<file path="src/rtl/mem_port_arbiter.sv">
// mem_port_arbiter
//   Shares one single-ported memory between instruction fetch (IF) and data
//   load/store (D). At most one access is granted per cycle. The read data is
//   routed back to the owner of the access one cycle later. If both sides
//   request in the same cycle, the side that lost the previous contention wins.
//
// Ports
//   clk, reset           rising-edge clock, asynchronous active-high reset
//   if_req/if_addr       IF read request
//   if_stall             IF requesting but not granted this cycle (comb)
//   if_valid/if_rdata    fetched word, one cycle after the IF grant
//   d_req/d_we/d_whb/    data request: store flag, access size, byte address,
//   d_addr/d_wdata       store data
//   d_stall              D requesting but not granted this cycle (comb)
//   d_valid/d_rdata      load data or store ack (data 0), one cycle after the D grant
//   mem_*                memory strobe, write enable, size, address and write data (comb)
//   mem_rdata            memory read data, valid the cycle after a read strobe
//   conflict_cnt         saturating count of cycles where both sides requested
module mem_port_arbiter #(
  parameter int ADDR_W  = 8,
  parameter int DATA_W  = 32,
  parameter int CNT_W   = 16,
  parameter bit D_FIRST = 1'b1
) (
  input  logic              clk,
  input  logic              reset,
  input  logic              if_req,
  input  logic [ADDR_W-1:0] if_addr,
  output logic              if_stall,
  output logic              if_valid,
  output logic [DATA_W-1:0] if_rdata,
  input  logic              d_req,
  input  logic              d_we,
  input  logic [1:0]        d_whb,
  input  logic [ADDR_W-1:0] d_addr,
  input  logic [DATA_W-1:0] d_wdata,
  output logic              d_stall,
  output logic              d_valid,
  output logic [DATA_W-1:0] d_rdata,
  output logic              mem_en,
  output logic              mem_we,
  output logic [1:0]        mem_whb,
  output logic [ADDR_W-1:0] mem_addr,
  output logic [DATA_W-1:0] mem_wdata,
  input  logic [DATA_W-1:0] mem_rdata,
  output logic [CNT_W-1:0]  conflict_cnt
);

  // Access-size code used for instruction fetches (full word).
  localparam logic [1:0]       WHB_WORD = 2'b00;
  localparam logic [CNT_W-1:0] CNT_ONE  = 1;
  localparam logic [CNT_W-1:0] CNT_MAX  = '1;

  typedef enum logic [1:0] {
    OWN_NONE = 2'd0,
    OWN_IF   = 2'd1,
    OWN_D    = 2'd2
  } own_t;

  own_t              resp_own_reg, resp_own_next;
  logic              resp_we_reg, resp_we_next;
  // 1 = D won the most recent contention. The reset value makes D_FIRST win first.
  logic              last_win_reg, last_win_next;
  logic [CNT_W-1:0]  conflict_cnt_reg, conflict_cnt_next;
  logic [DATA_W-1:0] if_rdata_reg, if_rdata_next;
  logic [DATA_W-1:0] d_rdata_reg, d_rdata_next;

  logic contention;
  logic grant_if;
  logic grant_d;

  always_ff @(posedge clk or posedge reset) begin
    if (reset) begin
      resp_own_reg     <= OWN_NONE;
      resp_we_reg      <= 1'b0;
      last_win_reg     <= ~D_FIRST;
      conflict_cnt_reg <= '0;
      if_rdata_reg     <= '0;
      d_rdata_reg      <= '0;
    end else begin
      resp_own_reg     <= resp_own_next;
      resp_we_reg      <= resp_we_next;
      last_win_reg     <= last_win_next;
      conflict_cnt_reg <= conflict_cnt_next;
      if_rdata_reg     <= if_rdata_next;
      d_rdata_reg      <= d_rdata_next;
    end
  end

  always_comb begin
    contention        = 1'b0;
    grant_if          = 1'b0;
    grant_d           = 1'b0;
    mem_en            = 1'b0;
    mem_we            = 1'b0;
    mem_whb           = '0;
    mem_addr          = '0;
    mem_wdata         = '0;
    if_valid          = 1'b0;
    d_valid           = 1'b0;
    if_rdata          = if_rdata_reg;
    d_rdata           = d_rdata_reg;
    resp_own_next     = OWN_NONE;
    resp_we_next      = 1'b0;
    last_win_next     = last_win_reg;
    conflict_cnt_next = conflict_cnt_reg;

    // Arbitration: a lone requester always wins. Under contention, the loser
    // of the previous contention wins.
    contention = if_req & d_req;
    grant_d    = d_req & (~if_req | ~last_win_reg);
    grant_if   = if_req & (~d_req | last_win_reg);

    // Address and data are selected only by a grant. This keeps X on an idle
    // requester's address from reaching the memory.
    if (grant_if) begin
      mem_en        = 1'b1;
      mem_whb       = WHB_WORD;
      mem_addr      = if_addr;
      resp_own_next = OWN_IF;
    end else if (grant_d) begin
      mem_en        = 1'b1;
      mem_we        = d_we;
      mem_whb       = d_whb;
      mem_addr      = d_addr;
      mem_wdata     = d_wdata;
      resp_own_next = OWN_D;
      resp_we_next  = d_we;
    end

    if (contention) begin
      last_win_next = grant_d;
      if (conflict_cnt_reg != CNT_MAX) begin
        conflict_cnt_next = conflict_cnt_reg + CNT_ONE;
      end
    end

    // Response: the read data arrives from the memory in the cycle after the grant.
    // It is passed straight through and also held for the following cycles.
    if (resp_own_reg == OWN_IF) begin
      if_valid = 1'b1;
      if_rdata = mem_rdata;
    end else if (resp_own_reg == OWN_D) begin
      d_valid = 1'b1;
      d_rdata = resp_we_reg ? '0 : mem_rdata;
    end
    if_rdata_next = if_rdata;
    d_rdata_next  = d_rdata;
  end

  assign if_stall     = if_req & ~grant_if;
  assign d_stall      = d_req & ~grant_d;
  assign conflict_cnt = conflict_cnt_reg;

endmodule

</file>
<file path="config.mk">
export PLATFORM = sky130hd
export DESIGN_NAME = mem_port_arbiter
export DESIGN_NICKNAME = d
export VERILOG_FILES = /design/src/rtl/mem_port_arbiter.sv
export SDC_FILE = /design/constraint.sdc
export NUM_CORES = 1
export LEC_CHECK = 0
export CAP_MARGIN = 20
export CORE_AREA = 2 2 107 109
export CTS_CLUSTER_DIAMETER = 120
export DETAILED_ROUTE_END_ITERATION = 8
export DIE_AREA = 0 0 109 111
export PLACE_DENSITY = 0.73
export SETUP_SLACK_MARGIN = 0.5
export SLEW_MARGIN = 20
export SYNTH_ARGS = -nofsm -noshare
export SYNTH_HDL_FRONTEND = slang
export SYNTH_SLANG_ARGS = --single-unit
</file>
<file path="constraint.sdc">
create_clock -name clk -period 3 [get_ports clk]
set_clock_uncertainty 0.05 [all_clocks]
set_input_delay 0.3 -clock clk [delete_from_list [all_inputs] [get_ports clk]]
set_output_delay 0.3 -clock clk [all_outputs]
set_load 0.05 [all_outputs]
</file>
# After elaboration in Yosys (flattened, before gate mapping)
# Cells that the tools add are included.
# totals
reg_bits	84
inputBits	87
out_inout_bits	128
wordCells	42
# classes
n_addsub	1
eq_ne	3
mux	19
bitwise	12
n_reduce_logical	1
# ops
operator	n
two-way mux 32 bit	6
adder 16 x 1 -> 16 bit, second input constant	1
two-way mux 8 bit	2
!= test 16 bit, second input constant	1
two-way mux 2 bit	4
two-way mux 1 bit	7
bitwise AND 1 bit	5
inverter 1 bit	5
equality test 2 x 1 -> 1 bit, second input constant	1
equality test 2 bit, second input constant	1
bitwise OR 1 bit	2
AND reduction 2 bit	1

# Logic depth before layout (Yosys ltp)
# Gate-level depths: netlist of run 1.
# depth
word_depth	5
depth_mapped	5
ltp_nobuf	5

# Worst setup path after synthesis of run 1
# No wires, ideal clock.
# synth_timing
path_kind	reg2out
start	register resp_own_reg[0]
end	output port d_rdata[24]
arrival_time_ps	2003
required_ps	2650
path_slack_ps	647
stages_incl_launch_ff	5
n_path_buf	2
cell_sequence	dfrtp_1 -> nand2b_1 -> clkbuf_1 -> clkbuf_1 -> o21ai_0
# synth_between
elab_chain_cells	3
elab_cells_between_ends	4
# synth_rtl
item	line_no	source
from (decl)	60	own_t resp_own_reg, resp_own_next;
from (signal assigned)	81	resp_own_reg <= resp_own_next;
equality test 2 bit	143	end else if (resp_own_reg == OWN_D) begin
two-way mux 32 bit	143	
two-way mux 32 bit (*)	140	if (resp_own_reg == OWN_IF) begin
to (decl)	39	output logic [DATA_W-1:0] d_rdata,
# Mark *: on every way between the ends. The rest lies on a longest branch, timed or not.

# Final worst setup path of run 1
# layout_timing
start	register resp_own_reg[1]
end	output port if_rdata[4]
# layout_between
elab_chain_cells	2
# layout_rtl
item	line_no	source
equality test 2 x 1 -> 1 bit	140	
two-way mux 32 bit	140	
to (decl)	31	output logic [DATA_W-1:0] if_rdata,
# Every way passes these cells.

==> results of run 1 <==
-- logic make-up (layout without fill, tap and decap cells) --
| family | Yosys count | count (layout) | share of synthesized area |
|---|---|---|---|
| buf+inv | 21 | 243 | 0.0219 |
| fa+ha+maj | 1 | 1 | 0.00332 |
| xor+xnor | 16 | 16 | 0.0372 |
| simple gates | 143 | 143 | 0.215 |
| compound gates | 42 | 42 | 0.0651 |
| mux | 33 | 33 | 0.0996 |
| flops | 84 | 84 | 0.558 |
-- power by group through the flow --
| stage | registers [uW] | clock network, uW | logic, uW |
|---|---|---|---|
| 4_1_cts | 1710 | 1110 | 3510 |
| 2_1_floorplan | 1800 | 0 | 2250 |
| 6_report | 1700 | 1070 | 3440 |
| 3_5_place_dp | 1720 | 0 | 3700 |
| 5_1_grt | 1750 | 1160 | 3610 |
| 3_3_place_gp | 1710 | 0 | 3660 |
-- stage by stage --
stage          total power, uW  cells  hold WS, ps  cell area (sq um)
3_5_place_dp              5430    686          434               6370
6_report                  6210    705          401               6580
4_1_cts                   6320    700          417               6620
3_3_place_gp              5370    686          422               6370
2_1_floorplan             4050    340          453               3770
5_1_grt                   6520    705          459               6580
-- final cells by class --
type | count | area (sq um)
repair buffers | 226 | 2390
multi-input cells | 235 | 1600
well taps | 143 | 179
fillers | 958 | 4500
inverters | 3 | 15.0
clock inverters | 4 | 51.3
flip-flops and latches | 84 | 2100
clock buffers | 10 | 239
-- final timing paths --
kind	startpoint	endpoint	cells past startpoint
setup / recovery	resp_own_reg[1]$_DFF_PP0_	if_rdata[4]	4
hold / removal	reset	if_rdata_reg[25]$_DFF_PP0_	2
setup reg to reg	conflict_cnt[0]$_DFFE_PP0P_	conflict_cnt[1]$_DFFE_PP0P_	5
hold reg to reg	d_rdata_reg[18]$_DFF_PP0_	d_rdata_reg[18]$_DFF_PP0_	2
max in group asynchronous	reset	d_rdata_reg[28]$_DFF_PP0_	3
min in group clk	d_rdata_reg[18]$_DFF_PP0_	d_rdata_reg[18]$_DFF_PP0_	2
-- placed cells by master (no fill, tap or decap), types with 2 or more instances in the layout --
cell type | synthesis | final
clkdlybuf4s50_1 | 0 | 105
dfrtp_1 | 84 | 83
nand2_1 | 41 | 41
and2_1 | 36 | 36
mux2_2 | 32 | 32
nand2b_1 | 33 | 32
o21ai_0 | 32 | 32
dlygate4sd2_1 | 0 | 31
buf_12 | 0 | 31
buf_4 | 0 | 24
clkbuf_2 | 0 | 19
xor2_1 | 14 | 14
clkbuf_16 | 0 | 9
a22o_1 | 8 | 8
dlymetal6s2s_1 | 0 | 8
nor2_1 | 7 | 7
nor3_1 | 5 | 5
clkdlybuf4s15_2 | 0 | 5
nand3_1 | 4 | 4
nor4_1 | 3 | 3
buf_2 | 3 | 3
inv_1 | 3 | 2
or2_2 | 2 | 2
clkinvlp_4 | 0 | 2
nand4_1 | 2 | 2
xnor2_1 | 2 | 2
nor3b_1 | 2 | 2
-- routing by layer --
| layer | part of all wire | track usage |
|---|---|---|
| met5 | 0 | 0 |
| met1 | 0.40 | 0.213 |
| met4 | 0.015 | 0.0581 |
| met3 | 0.086 | 0.0506 |
| met2 | 0.50 | 0.332 |
-- worst max-delay path: cells and delay by family (launching register included) --
family,cells,cell delay [ps]
buffers and inverters,2,650
flip-flops,1,420
multiplexers,1,370
AND/OR/NAND/NOR,1,240
-- repair_timing --
item                       CTS  global route
buffers inserted             0             5
setup endpoints to repair   58            45
resized for setup           93            61
pin swaps                    0             0
==> run metrics, run 1 <==
run status completed; FFs w/ async S/R, synth 1.00; Synth Instances 340; initial DRC count 139; first-pass GRT wire length 17.6 mm; DP Worst Slack 489 ps; number of CTS-inserted buffers 9; core area between 0.01 and 0.015 sq mm; Worst setup SP type register; RSZ-0062 raised after global routing false; layout cells sized above 1 0.251; # IOs approximately 220; PortBufs 214; min Tclk post-route about 2400 ps; Root Driver clkbuf_16; Slew headroom 0.489; Internal Power about 3300 uW; slowest cell delay on critical path around 430 ps; NumNets Final 647; starting density of the core 0.340; grt total ovfl 0; sequential power share 0.273; final WL 10.9 mm; YS warnings 0; Post-synth EDFFs 0; vias ~3,300; Seq/Total Area, Yosys 0.558; critical path class reg -> out; CP endpoint kind output port; # diodes 0; Seq cells post-synth 84; area leader, netlist dfrtp_1; top cells by count, synth dfrtp_1, nand2_1, and2_1; die area 0.0121 sq mm; maximum VDD drop 0.433 mV; Clock power frac 0.173; All-Layer GR Usage 0.186; clock-pin transition on the worst setup and hold timing paths approximately 60 ps; max frequency 0.420 GHz; area share of the largest cell type after synthesis 0.558; Slew Limit Fails 0; Power per Cell Area 945 mW/mm^2; Register-to-Register Setup Slack 1150 ps; largest net degree at the start of global routing 53; CP arrival roughly 2000 ps; Final period util 0.794; P_sw between 2000 and 3000 uW; DR DRC count 0; number of global-route vias before repair 3,513; count leader, synth dfrtp_1; largest cells by area after synthesis dfrtp_1, mux2_2, and2_1; HPWL Detailed 8.57 mm; Top FF cell, synth dfrtp_1; # hold bufs at CTS 0; Clock Latency Late Sink between 300 and 400 ps; syn_nets 428; Post-Syn Area per Cell 11.1 sq um; crit path cell chain nor2b_4, buf_12, mux2_2, dlygate4sd2_1; WP data required 2650 ps; final hold vios 0; Pre-Repair DR Iteration Count 4; Comb pwr share 0.554; Worst Max-Slew Pin Slew around 760 ps; wire per inst 15.5 um; Netlist Area Pre-Place 0.00377 sq mm; post-DR vias/cell 4.68; Syn-to-layout area delta 74.5%; PnR worst setup slack 617 ps; TritonCTS sink count 84; TritonCTS clock tree yes; final setup vio count 0; Clock H-tree levels 3; slowest CP cell dlygate4sd2_1; Die X 109 um; RD Place Congestion 0.771; post-synth cell types 30; die span in y 111 um; Cell Rows 39; initial antenna violation count 0; setup TNS 0 ps; Max FO, Critical Path 26; max-cap violation count 0; hold crit path type in -> async; Leakage just over 0.003 uW; Final ANT Viol Nets 0; final core utilization 0.594; Max clock buf depth 2; Sw Ratio 0.475
Note: power is estimated with default switching activity, not from simulation.
==> inputs of run 2 (changes only) <==
--- a/config.mk
+++ b/config.mk
@@ -10,7 +10,7 @@
 export CTS_CLUSTER_DIAMETER = 120
 export DETAILED_ROUTE_END_ITERATION = 8
 export DIE_AREA = 0 0 109 111
-export PLACE_DENSITY = 0.73
+export PLACE_DENSITY = 0.76
 export SETUP_SLACK_MARGIN = 0.5
 export SLEW_MARGIN = 20
 export SYNTH_ARGS = -nofsm -noshare
==> constraint.sdc (replaced) <==
create_clock -name clk -period 1.94 [get_ports clk]
set_clock_uncertainty 0.05 [all_clocks]
set_input_delay 0.194 -clock clk [delete_from_list [all_inputs] [get_ports clk]]
set_output_delay 0.194 -clock clk [all_outputs]
set_load 0.05 [all_outputs]
==> run 2 against run 1 <==
  * Combinational power grew to 2.7 times the previous value
  * Worst hold slack lost 100 ps
  * First-iteration DRC count grew 64%
  * Largest power group unchanged
==> run metrics, run 2 (synthesized netlist as in run 1, its figures left out) <==
final setup vio count 0 (unchanged); Slew headroom 0.690 (was 0.489); commonest non-fill, non-tap cell in the layout buf_12 (was clkdlybuf4s50_1); Worst setup SP type register (unchanged); Max FO, Critical Path 5 (was 26); Clock Latency Late Sink 340 ps (was 320 ps); reg2reg start conflict_cnt[0]$_DFFE_PP0P_ (unchanged); HPWL Detailed 10.2 mm (was 8.57 mm); hold crit path type in -> async (unchanged); worst reg2reg path depth 6 (was 5); PortBufs 214 (unchanged); starting density of the core 0.340 (unchanged); initial antenna violation count 0 (unchanged); worst r2r dst conflict_cnt[14]$_DFFE_PP0P_ (was conflict_cnt[1]$_DFFE_PP0P_); Fillers 460 (was 958); critical path class reg -> out (unchanged); WP data required 1700 ps (was 2650 ps); Max clock buf depth 2 (unchanged); Syn-to-layout area delta 154% (was 74.5%); overall power 13,900 uW (was 6210 uW); NumNets Final 729 (was 647); most frequent cells in the layout buf_12, clkdlybuf4s50_1, dfrtp_1, buf_4, and2_4 (was clkdlybuf4s50_1, dfrtp_1, nand2_1, and2_1); layout cells sized above 1 0.681 (was 0.251); number of global-route vias before repair 4,484 (was 3,513); clock-pin transition on the worst setup and hold timing paths 60 ps (about the same); die span in y 111 um (unchanged); final core utilization 0.866 (was 0.594); Final ANT Viol Nets 0 (unchanged); Cell Rows 39 (unchanged); Pre-Repair DR Iteration Count 4 (unchanged); largest net degree at the start of global routing 85 (was 53); Final period util 0.999; TritonCTS clock tree yes (unchanged); initial DRC count 228 (was 139); Leakage 0.00429 uW (was 0.00306 uW); Worst Max-Slew Pin Slew 465 ps (was 765 ps); min Tclk post-route 1940 ps; # hold bufs at CTS 0 (unchanged); core area 0.0111 sq mm (unchanged); Clock H-tree levels 3 (unchanged); All-Layer GR Usage 0.282 (was 0.186); wire per inst 23.7 um (was 15.5 um); # diodes 0 (unchanged); Slew Limit Fails 0 (unchanged); Die X 109 um (unchanged); max frequency 0.516 GHz; CP endpoint kind output port (unchanged); Power per Cell Area 1450 mW/mm^2 (was 945 mW/mm^2); setup TNS 0 ps (unchanged); maximum VDD drop 1.35 mV (was 0.433 mV); Root Driver clkbuf_16 (unchanged); number of CTS-inserted buffers 9 (unchanged); CP arrival 1690 ps (was 2030 ps); RSZ-0062 raised after global routing true (was false); post-DR vias/cell 5.04 (was 4.68); TritonCTS sink count 84 (unchanged); cell area after layout 0.00959 sq mm (was 0.00658 sq mm); RD Place Congestion 0.842 (was 0.771); DP Worst Slack 136 ps (was 489 ps); run status completed (unchanged); die area 0.0121 sq mm (unchanged); DR DRC count 0 (unchanged); # IOs 215 (unchanged); first-pass GRT wire length 25.2 mm (was 17.6 mm); DP Area 0.00731 sq mm (was 0.00637 sq mm); vias 3,979 (was 3,296); max-cap violation count 0 (unchanged); final WL 18.7 mm (was 10.9 mm); final hold vios 0 (unchanged); Register-to-Register Setup Slack 270 ps (was 1150 ps); grt total ovfl 0 (unchanged); PnR worst setup slack 1.47 ps (was 617 ps)
[run 2: how the worst max path moves through the flow]
| stage | startpoint | cells past startpoint | end |
|---|---|---|---|
| 2_1_floorplan | resp_own_reg[0]$_DFF_PP0_ | 4 | d_rdata_reg[16]$_DFF_PP0_ |
| 3_3_place_gp | resp_we_reg$_DFF_PP0_ | 4 | d_rdata[26] |
| 3_5_place_dp | d_req | 5 | mem_wdata[2] |
| 4_1_cts | resp_own_reg[1]$_DFF_PP0_ | 4 | if_rdata[1] |
| 5_1_grt | resp_own_reg[1]$_DFF_PP0_ | 5 | if_rdata[30] |
| 6_report | resp_own_reg[1]$_DFF_PP0_ | 5 | if_rdata[13] |
[run 2: worst max-delay path: stages (launching register included)]
cell and delay, ps:
dfrtp_1 410, nor2b_4 150, buf_12 150, clkbuf_16 160
mux2_4 320, buf_8 150
[run 2: where the power goes]
group / switching, uW / internal (uW) / total, uW
Clock: 696 / 1160 / 1860
Sequential: 377 / 2380 / 2760
Combinational: 4850 / 4390 / 9240
[run 2: layout make-up]
type / count / area, sq um / area share
Inverter: 3 / 30.0 / 0.00313
Timing Repair Buffer: 308 / 4210 / 0.439
Clock buffer: 12 / 246 / 0.0257
Tap cell: 143 / 179 / 0.0187
Sequential cell: 84 / 2120 / 0.221
Multi-Input combinational cell: 235 / 2720 / 0.284
Clock inverter: 4 / 73.8 / 0.00770
[run 2: per-stage QoR]
| stage | std cells | hold slack (ps) |
|---|---|---|
| final | 789 | 301 |
| after detailed placement | 691 | 429 |
| after floorplan | 340 | 312 |
| after global placement | 691 | 425 |
| after CTS | 755 | 302 |
| after global routing | 789 | 349 |
[run 2: per-layer routing]
metal	track usage	vias to the layer above	share of wire
li1	-	1739	-
met1	0.286	1999	0.33
met2	0.518	187	0.56
met3	0.0794	54	0.059
met4	0.136	0	0.052
met5	0	-	0
[run 2: repair_timing]
action | 4_1_cts | 5_1_grt
pin swaps | 46 | 28
gates cloned | 7 | 9
setup endpoints to repair | 154 | 139
buffers inserted | 41 | 25
gates resized for setup | 262 | 110
==> inputs of run 3 (changes only) <==
--- a/config.mk
+++ b/config.mk
@@ -12,7 +12,6 @@
 export DIE_AREA = 0 0 109 111
 export PLACE_DENSITY = 0.76
 export SETUP_SLACK_MARGIN = 0.5
-export SLEW_MARGIN = 20
 export SYNTH_ARGS = -nofsm -noshare
 export SYNTH_HDL_FRONTEND = slang
 export SYNTH_SLANG_ARGS = --single-unit
==> results of run 3 <==
The final DEF is identical to that of run 2; final timing and power are the same.
